## src/rtl/sipo_pkg.sv

```systemverilog
// Shared types and line-level constants for the serial-to-parallel frame receiver.
// Optional parity support is selected with the SIPO_PARITY_EN macro.
package sipo_pkg;

   typedef enum logic [1:0] {
      S_IDLE   = 2'd0,
      S_DATA   = 2'd1,
      S_PARITY = 2'd2,
      S_STOP   = 2'd3
   } state_e;

   localparam logic LINE_IDLE = 1'b1;
   localparam logic START_LVL = 1'b0;
   localparam logic STOP_LVL  = 1'b1;

endpackage

```

## src/rtl/sipo_shift_reg.sv

```systemverilog
// MSB-first serial shift register with shift enable and parallel read-out.
module sipo_shift_reg #(
   parameter int WIDTH = 4
) (
   input  logic             clk,
   input  logic             rst_n,
   input  logic             shift_en_i,
   input  logic             serial_i,
   output logic [WIDTH-1:0] data_o
);

   logic [WIDTH-1:0] sr_q;

   always_ff @(posedge clk or negedge rst_n) begin
      if (!rst_n) begin
         sr_q <= '0;
      end else if (shift_en_i) begin
         sr_q <= {sr_q[WIDTH-2:0], serial_i};
      end
   end

   assign data_o = sr_q;

endmodule

```

## src/rtl/sipo_frame_ctrl.sv

```systemverilog
// Frame sequencer around sipo_shift_reg: start/data/[parity]/stop, single-entry output buffer.
// Define SIPO_PARITY_EN to add an even-parity bit after the data bits.
module sipo_frame_ctrl
   import sipo_pkg::*;
#(
   parameter int WIDTH    = 4,
   parameter int BITCNT_W = $clog2(WIDTH + 1)
) (
   input  logic             clk,
   input  logic             rst_n,
   input  logic             bit_en,
   input  logic             serial_in,
   output logic [WIDTH-1:0] p_data,
   output logic             p_valid,
   input  logic             p_ready,
   output logic             busy,
   output logic             frame_err,
   output logic             overrun,
   output logic             parity_err
);

   localparam logic [BITCNT_W-1:0] LAST_BIT = BITCNT_W'(WIDTH - 1);

   state_e              state_q, state_d;
   logic [BITCNT_W-1:0] cnt_q, cnt_d;
   logic [WIDTH-1:0]    data_q, data_d;
   logic [WIDTH-1:0]    sr_word;
   logic                valid_q, valid_d;
   logic                frame_err_q, frame_err_d;
   logic                overrun_q, overrun_d;
   logic                shift_en;
   logic                stop_ok;
   logic                parity_ok;

   sipo_shift_reg #(.WIDTH(WIDTH)) u_shift (
      .clk       (clk),
      .rst_n     (rst_n),
      .shift_en_i(shift_en),
      .serial_i  (serial_in),
      .data_o    (sr_word)
   );

   assign stop_ok = (serial_in == STOP_LVL);

`ifdef SIPO_PARITY_EN
   logic par_q, par_d;
   logic parity_err_q, parity_err_d;

   assign parity_ok  = ~(^{sr_word, par_q});
   assign parity_err = parity_err_q;

   always_ff @(posedge clk or negedge rst_n) begin
      if (!rst_n) begin
         par_q        <= 1'b0;
         parity_err_q <= 1'b0;
      end else begin
         par_q        <= par_d;
         parity_err_q <= parity_err_d;
      end
   end
`else
   assign parity_ok  = 1'b1;
   assign parity_err = 1'b0;
`endif

   always_ff @(posedge clk or negedge rst_n) begin
      if (!rst_n) begin
         state_q     <= S_IDLE;
         cnt_q       <= '0;
         data_q      <= '0;
         valid_q     <= 1'b0;
         frame_err_q <= 1'b0;
         overrun_q   <= 1'b0;
      end else begin
         state_q     <= state_d;
         cnt_q       <= cnt_d;
         data_q      <= data_d;
         valid_q     <= valid_d;
         frame_err_q <= frame_err_d;
         overrun_q   <= overrun_d;
      end
   end

   // The consumer handshake is evaluated every cycle, independent of bit_en,
   // so a stalled consumer never stalls the receive path.
   always_comb begin
      state_d     = state_q;
      cnt_d       = cnt_q;
      data_d      = data_q;
      valid_d     = valid_q;
      frame_err_d = 1'b0;
      overrun_d   = 1'b0;
      shift_en    = 1'b0;
`ifdef SIPO_PARITY_EN
      par_d        = par_q;
      parity_err_d = 1'b0;
`endif

      if (valid_q && p_ready) begin
         valid_d = 1'b0;
      end

      if (bit_en) begin
         case (state_q)
            S_IDLE: begin
               if (serial_in == START_LVL) begin
                  state_d = S_DATA;
                  cnt_d   = '0;
               end
            end
            S_DATA: begin
               shift_en = 1'b1;
               if (cnt_q == LAST_BIT) begin
                  cnt_d = '0;
`ifdef SIPO_PARITY_EN
                  state_d = S_PARITY;
`else
                  state_d = S_STOP;
`endif
               end else begin
                  cnt_d = cnt_q + BITCNT_W'(1);
               end
            end
`ifdef SIPO_PARITY_EN
            S_PARITY: begin
               par_d   = serial_in;
               state_d = S_STOP;
            end
`endif
            S_STOP: begin
               state_d     = S_IDLE;
               frame_err_d = ~stop_ok;
`ifdef SIPO_PARITY_EN
               parity_err_d = ~parity_ok;
`endif
               // A full buffer with no same-cycle transfer drops the new word.
               if (stop_ok && parity_ok) begin
                  if (valid_q && !p_ready) begin
                     overrun_d = 1'b1;
                  end else begin
                     data_d  = sr_word;
                     valid_d = 1'b1;
                  end
               end
            end
            default: begin
               state_d = S_IDLE;
            end
         endcase
      end
   end

   assign p_data    = data_q;
   assign p_valid   = valid_q;
   assign busy      = (state_q != S_IDLE);
   assign frame_err = frame_err_q;
   assign overrun   = overrun_q;

endmodule

```

## config.mk

```make
export PLATFORM = sky130hd
export DESIGN_NAME = sipo_frame_ctrl
export DESIGN_NICKNAME = d
export VERILOG_FILES = /design/src/rtl/sipo_pkg.sv /design/src/rtl/sipo_shift_reg.sv /design/src/rtl/sipo_frame_ctrl.sv
export SDC_FILE = /design/constraint.sdc
export NUM_CORES = 1
export LEC_CHECK = 0
export ABC_AREA = 1
export CAP_MARGIN = 20
export CORE_UTILIZATION = 44
export DETAILED_ROUTE_END_ITERATION = 8
export GPL_TIMING_DRIVEN = 1
export PLACE_DENSITY = 0.72
export SYNTH_ARGS = -nofsm -noshare
export SYNTH_HDL_FRONTEND = slang
export SYNTH_HIERARCHICAL = 1
export SYNTH_SLANG_ARGS = --single-unit
export TNS_END_PERCENT = 1
```

## constraint.sdc

```tcl
create_clock -name clk -period 1.08 [get_ports clk]
set_input_delay 0.27 -clock clk [delete_from_list [all_inputs] [get_ports clk]]
set_output_delay 0.27 -clock clk [all_outputs]
set_load 0.05 [all_outputs]
```

==> qor.json, run 1 <==
{
  "sta": {
    "maximum_clock_skew_at_final_layout_ns": 0.002627,
    "hold_viol_final": 0,
    "finalSetupTns_ns": -1.114,
    "maxSlewViolCount": 0,
    "fmax_mhz": 803.4,
    "fin_ws_ns": -0.1647,
    "setup_violations": 19,
    "final_min_period_over_clock_period_pct": 115.3,
    "period_minus_slack_ns": 1.245,
    "unrepaired_setup_endpoints_after_global_routing": "yes"
  },
  "setup_path": {
    "critPathMaxFanout": 2,
    "worst_r2r_path_depth": 7,
    "worst_setup_path_end_kind": "output port",
    "cp_max_stage_cell": "dfrtp_1",
    "worst-setup-path-type": "register to output port",
    "worst_ep_required_time_ns": 0.81,
    "reg2reg_from": "state_q[1]",
    "critical_path.endpoint": "busy",
    "setup.reg_to_reg.worst_slack_ns": -0.11,
    "worstSetupStartpoint": "state_q[1]",
    "cp.arrival_ns": 0.97,
    "startpoint_type": "register",
    "worstReg2RegEnd": "u_shift/data_o[0]",
    "timing.critical_path.buf_inv": 2,
    "cell_breakdown_of_the_critical_path": "inv_2 -> nand2_2 -> buf_12",
    "worst_path_dominant_cell_family": "flip-flops",
    "stage_delay_of_the_slowest_cell_on_the_critical_path_ns": 0.42,
    "critical_path_cell_count": 3
  },
  "die": {
    "die_area_um2": 1840,
    "die-height_um": 42.89,
    "die-width_um": 42.89,
    "fp.coreArea_um2": 1541,
    "ios": 14,
    "num_rows": 14,
    "floorplan.initialDensity_pct": 47.73
  },
  "routing": {
    "routed-via-count": 668,
    "wl_um": 1550,
    "drt-wirelength-per-cell_um": 11.74,
    "antenna_left": 0,
    "routed_via_density": 5.061,
    "drc": 0,
    "drt-pass1-iter-count": 4,
    "drt_first_iter_violations": 17
  },
  "layout": {
    "layoutNonFillerInstCount": 132,
    "filler_cell_count": 106,
    "register_area_um2": 401.6,
    "antennaDiodeCount": 0,
    "finalNetCount": 123,
    "post_route_cells_drive_above_1_share_pct": 31.03,
    "multi_input_comb_area_um2": 307.8,
    "synthToLayoutAreaGrowth_pct": 50.85
  },
  "run": {
    "max_cap_violations": 0
  },
  "placed_design": {
    "placed_cells": 124,
    "buffer_ports.inserted": 12,
    "finalWeightedCongestion": 0.8237,
    "detailed_place_hpwl_um": 1055
  },
  "power_and_ir_drop": {
    "power.share.sequential_pct": 40.7,
    "power.share.clock_pct": 18.6,
    "vdd_ir_drop_max_mv": 1.290,
    "power.density_nw_per_um2": 1909,
    "total_leakage_power_nw": 0.5760,
    "power.switching_fraction_pct": 36.86,
    "total_power_mw": 2.119,
    "design_internal_power_mw": 1.338,
    "power_frac_comb_pct": 40.7,
    "switching_power_mw": 0.7809
  },
  "global_routing": {
    "grt_first_pass_wirelength_um": 2573,
    "grt.overflow.total": 0,
    "number_of_antenna_violations_at_the_first_check_in_global_routing": 0,
    "groute.usage.overall_pct": 18.82,
    "grt_start_max_net_pins": 17,
    "first_global_vias": 604
  },
  "logic_synthesis": {
    "seq_area_frac_synth_pct": 54.42,
    "ys_warn_count": 6,
    "mapped_nets": 97,
    "yosys_register_bits": 16,
    "synthDistinctLibCells": 16,
    "netlist_instances": 91,
    "synthesis.area_per_instance_um2": 8.085,
    "synthesis.area_um2": 735.7
  },
  "clock_tree": {
    "path_clk_slew_ns": 0.10,
    "cts_inserted_buffers": 3,
    "cts_num_sinks": 16,
    "cts_tree": "yes",
    "cts.path.max_buffers": 2,
    "cts-root-buf": "clkbuf_4",
    "clk-insertion-delay-late_ns": 0.28,
    "ctsHtreeMaxLevel": 1,
    "cts-hold-fix-buffers": 0
  },
  "worst_hold_path": {
    "timing.hold.worst.class": "input port to asynchronous set/reset pin"
  },
  "outcome": {
    "outcome": "complete, but fails checks",
    "failing_checks": "setup timing"
  }
}
## layout make-up
cell class | count | share of cell area, %
Sequential cell | 16 | 36.19
Multi-Input combinational cell | 61 | 27.73
Tap cell | 16 | 1.804
Clock buffer | 4 | 3.269
Inverter | 11 | 3.720
Timing Repair Buffer | 24 | 27.28
## Yosys cell counts
cell / instances / share of area, %
nor2_2: 1 / 0.85
nand2_1: 35 / 18
o21bai_1: 1 / 1.0
nor3_1: 1 / 0.68
inv_1: 9 / 4.6
nor2_1: 5 / 2.6
dfrtp_1: 16 / 54
nand3_1: 2 / 1.4
nand4_1: 7 / 6.0
inv_2: 2 / 1.0
a21oi_1: 1 / 0.68
ha_1: 1 / 1.7
o21ai_0: 6 / 4.1
buf_4: 2 / 2.0
clkbuf_2: 1 / 0.68
conb_1: 1 / 0.51
## what timing repair did
| action | CTS | global route |
|---|---|---|
| gates resized for setup | 5 | 9 |
| pin swaps | 0 | 1 |
| endpoints found under the setup margin | 16 | 21 |
| setup buffers | 3 | 1 |
## how the worst min path moves through the flow
stage,start,end
after global routing,rst_n,overrun
after floorplan,rst_n,cnt_q[0]
final,rst_n,state_q[0]
after detailed placement,u_shift/data_o[3],u_shift/data_o[3]
after global placement,cnt_q[1],cnt_q[1]
after CTS,rst_n,overrun
## cells by family (layout without fill, tap and decap cells)
group,count (synthesis),in the layout,synth area share (%)
compound gates,8,8,5.782
buf+inv,14,39,8.332
simple gates,51,51,29.25
flops,16,16,54.42
other cells,1,1,0.5097
fa+ha+maj,1,1,1.700
## power groups by stage
| stage | sequential [mW] | clock, mW | combinational (mW) |
|---|---|---|---|
| after detailed placement | 0.873 | 0 | 0.777 |
| final | 0.862 | 0.394 | 0.862 |
| after global placement | 0.862 | 0 | 0.762 |
| after floorplan | 0.967 | 0 | 0.311 |
| after global routing | 0.871 | 0.431 | 0.927 |
| after CTS | 0.858 | 0.409 | 0.830 |
## metal layers
layer  global-route usage, %  wire [um]  vias to the layer above
met1                   24.10        738                      309
li1                        -          -                      335
met2                   29.70        742                       22
met3                   4.255         60                        2
met5                       0          0                        -
met4                   9.375          9                        0
## registers in the layout (all words and copies together) (netlist names)
register        count
u_shift/data_o      4
overrun             1
state_q             2
p_data              4
p_valid             1
frame_err           1
cnt_q               3
## cell usage in the layout (no fill, tap or decap), types with 2 or more instances in the layout
master            n
nand2_1          33
dfrtp_1          15
buf_4            11
buf_12            9
nand4_1           7
inv_1             6
inv_2             5
o21ai_1           5
nor2_1            4
clkdlybuf4s50_1   4
clkbuf_4          3
nand2_2           2
nor2_4            2
## per-stage QoR
stage	cell area, um^2	worst slack [ns]	util, %	hold WS [ns]
2_1_floorplan	742.0	-0.02459	-	-0.02559
3_3_place_gp	1015	-0.3200	65.83	0.4654
3_5_place_dp	1015	-0.3225	65.83	0.4760
4_1_cts	1089	-0.1712	70.62	0.3129
5_1_grt	1110	-0.2097	72.00	0.3103
6_report	1110	-0.1647	72.00	0.3126
No activity file was read; power rests on OpenSTA's default activity.
==> inputs of run 2 (changes only) <==
--- a/config.mk
+++ b/config.mk
@@ -7,10 +7,11 @@
 export LEC_CHECK = 0
 export ABC_AREA = 1
 export CAP_MARGIN = 20
-export CORE_UTILIZATION = 44
+export CORE_UTILIZATION = 45
+export CTS_BUF_LIST = sky130_fd_sc_hd__clkbuf_8
 export DETAILED_ROUTE_END_ITERATION = 8
 export GPL_TIMING_DRIVEN = 1
-export PLACE_DENSITY = 0.72
+export PLACE_DENSITY = 0.73
 export SYNTH_ARGS = -nofsm -noshare
 export SYNTH_HDL_FRONTEND = slang
 export SYNTH_HIERARCHICAL = 1
==> run 2 against run 1 <==
  * The flow still finishes with violations (setup timing)
  * Worst setup slack better by 0.030 ns
  * Routed wire length is 6.3% higher
  * Fmax is 2.5% higher
  * Global-route usage is 1.7 points higher
  * Combinational power is 2% higher
  * Sequential share of layout area is 1.0 points lower
  * Register-to-register slack better by 0.02 ns
  * Die area is 2.1% lower
  * Largest power group is now combinational cells
==> qor.json, run 2 (synthesized netlist as in run 1, its figures left out) <==
{
  "setup_path": {
    "reg2reg_from": "state_q[1]",
    "worst_r2r_path_depth": 7,
    "critPathMaxFanout": 4,
    "worst_ep_required_time_ns": 0.81,
    "startpoint_type": "register",
    "cp.arrival_ns": 0.94,
    "worst-setup-path-type": "register to output port",
    "worstSetupStartpoint": "state_q[1]",
    "worst_setup_path_end_kind": "output port"
  },
  "clock_tree": {
    "path_clk_slew_ns": 0.07,
    "cts-root-buf": "clkbuf_8",
    "cts_tree": "yes",
    "cts_inserted_buffers": 3,
    "cts_num_sinks": 16,
    "cts.path.max_buffers": 2,
    "ctsHtreeMaxLevel": 1,
    "clk-insertion-delay-late_ns": 0.25
  },
  "routing": {
    "wl_um": 1648,
    "antenna_left": 0,
    "drc": 0,
    "routed_via_density": 5.022,
    "routed-via-count": 673,
    "drt-wirelength-per-cell_um": 12.30,
    "drt_first_iter_violations": 13,
    "drt-pass1-iter-count": 4
  },
  "global_routing": {
    "groute.usage.overall_pct": 20.56,
    "grt_first_pass_wirelength_um": 2746,
    "number_of_antenna_violations_at_the_first_check_in_global_routing": 0,
    "grt.overflow.total": 0,
    "first_global_vias": 629,
    "grt_start_max_net_pins": 17
  },
  "sta": {
    "maxSlewViolCount": 0,
    "hold_viol_final": 0,
    "maximum_clock_skew_at_final_layout_ns": 0.001657,
    "worst_hold_slack_ns": 0.3577,
    "final_min_period_over_clock_period_pct": 112.5,
    "unrepaired_setup_endpoints_after_global_routing": "yes",
    "fin_ws_ns": -0.1348,
    "fmax_mhz": 823.2,
    "period_minus_slack_ns": 1.215,
    "setup_violations": 11
  },
  "die": {
    "die_area_um2": 1801,
    "fp.coreArea_um2": 1524,
    "die-height_um": 42.44,
    "num_rows": 14,
    "floorplan.initialDensity_pct": 48.28,
    "die-width_um": 42.44,
    "ios": 14
  },
  "layout": {
    "finish.instance_area_um2": 1146,
    "post_route_cells_drive_above_1_share_pct": 32.20,
    "synthToLayoutAreaGrowth_pct": 55.78,
    "antennaDiodeCount": 0,
    "mostFrequentLayoutCell": "nand2_1",
    "most-common-layout-cells": "nand2_1 (34), dfrtp_1 (14), buf_4 (11)",
    "post-route-util_pct": 75.21,
    "finalNetCount": 125
  },
  "power_and_ir_drop": {
    "power.density_nw_per_um2": 1980,
    "total_leakage_power_nw": 0.5977,
    "vdd_ir_drop_max_mv": 1.607
  },
  "placed_design": {
    "buffer_ports.inserted": 12,
    "dpl-instance-area_um2": 1022,
    "detailed_place_hpwl_um": 1012,
    "finalWeightedCongestion": 0.8020
  },
  "outcome": {
    "outcome": "complete, but fails checks",
    "failing_checks": "setup timing"
  },
  "run": {
    "max_cap_violations": 0
  },
  "worst_hold_path": {
    "timing.hold.worst.class": "input port to asynchronous set/reset pin"
  }
}
-- run 2: worst paths after layout --
path                                     endpoint  slack, ns
worst max register to register  u_shift/data_o[3]      -0.09
worst max-delay path                         busy      -0.13
min in group clk                u_shift/data_o[3]       0.49
max in group asynchronous                 p_valid       0.59
worst min register to register  u_shift/data_o[3]       0.49
worst min-delay path                   state_q[1]       0.36
-- run 2: routing by layer --
layer | vias to the layer above | share of wire [%] | track usage [%] | wire length (um)
met1 | 306 | 45 | 24.93 | 736
met4 | 0 | 0.91 | 11.25 | 15
met2 | 24 | 51 | 34.46 | 835
met3 | 2 | 3.6 | 3.448 | 60
li1 | 341 | - | - | -
met5 | - | 0 | 0 | 0
-- run 2: final cells by class --
class	count	area [um^2]
clock buffer	4	55.05
timing repair buffer	26	322.8
multi-input combinational	61	304.0
inverter	11	41.29
fill	95	377.9
sequential	16	402.9
tap	16	20.02
-- run 2: critical path, stage by stage, from the launching register on --
cell and delay [ns]:
dfrtp_2 0.43, inv_2 0.07, nand2_2 0.06, buf_12 0.14
-- run 2: where the power goes --
group          internal, mW  switching, mW
clock network         0.323          0.209
logic                 0.405          0.473
registers             0.742          0.117
total                  1.47          0.799
-- run 2: timing repair --
action | CTS | global route
setup endpoints to repair | 14 | 19
hold buffers | 0 | 0
gates resized for setup | 11 | 2
buffers inserted | 4 | 1
pin swaps | 2 | 2
-- run 2: through the flow --
stage	worst slack, ns	std cells	setup TNS, ns	total power [mW]
2_1_floorplan	-0.02459	91	-0.1563	1.278
3_3_place_gp	-0.2680	125	-3.324	1.621
3_5_place_dp	-0.3052	125	-3.602	1.653
4_1_cts	-0.1371	133	-0.6231	2.248
5_1_grt	-0.1583	134	-1.288	2.379
6_report	-0.1348	134	-0.5883	2.269
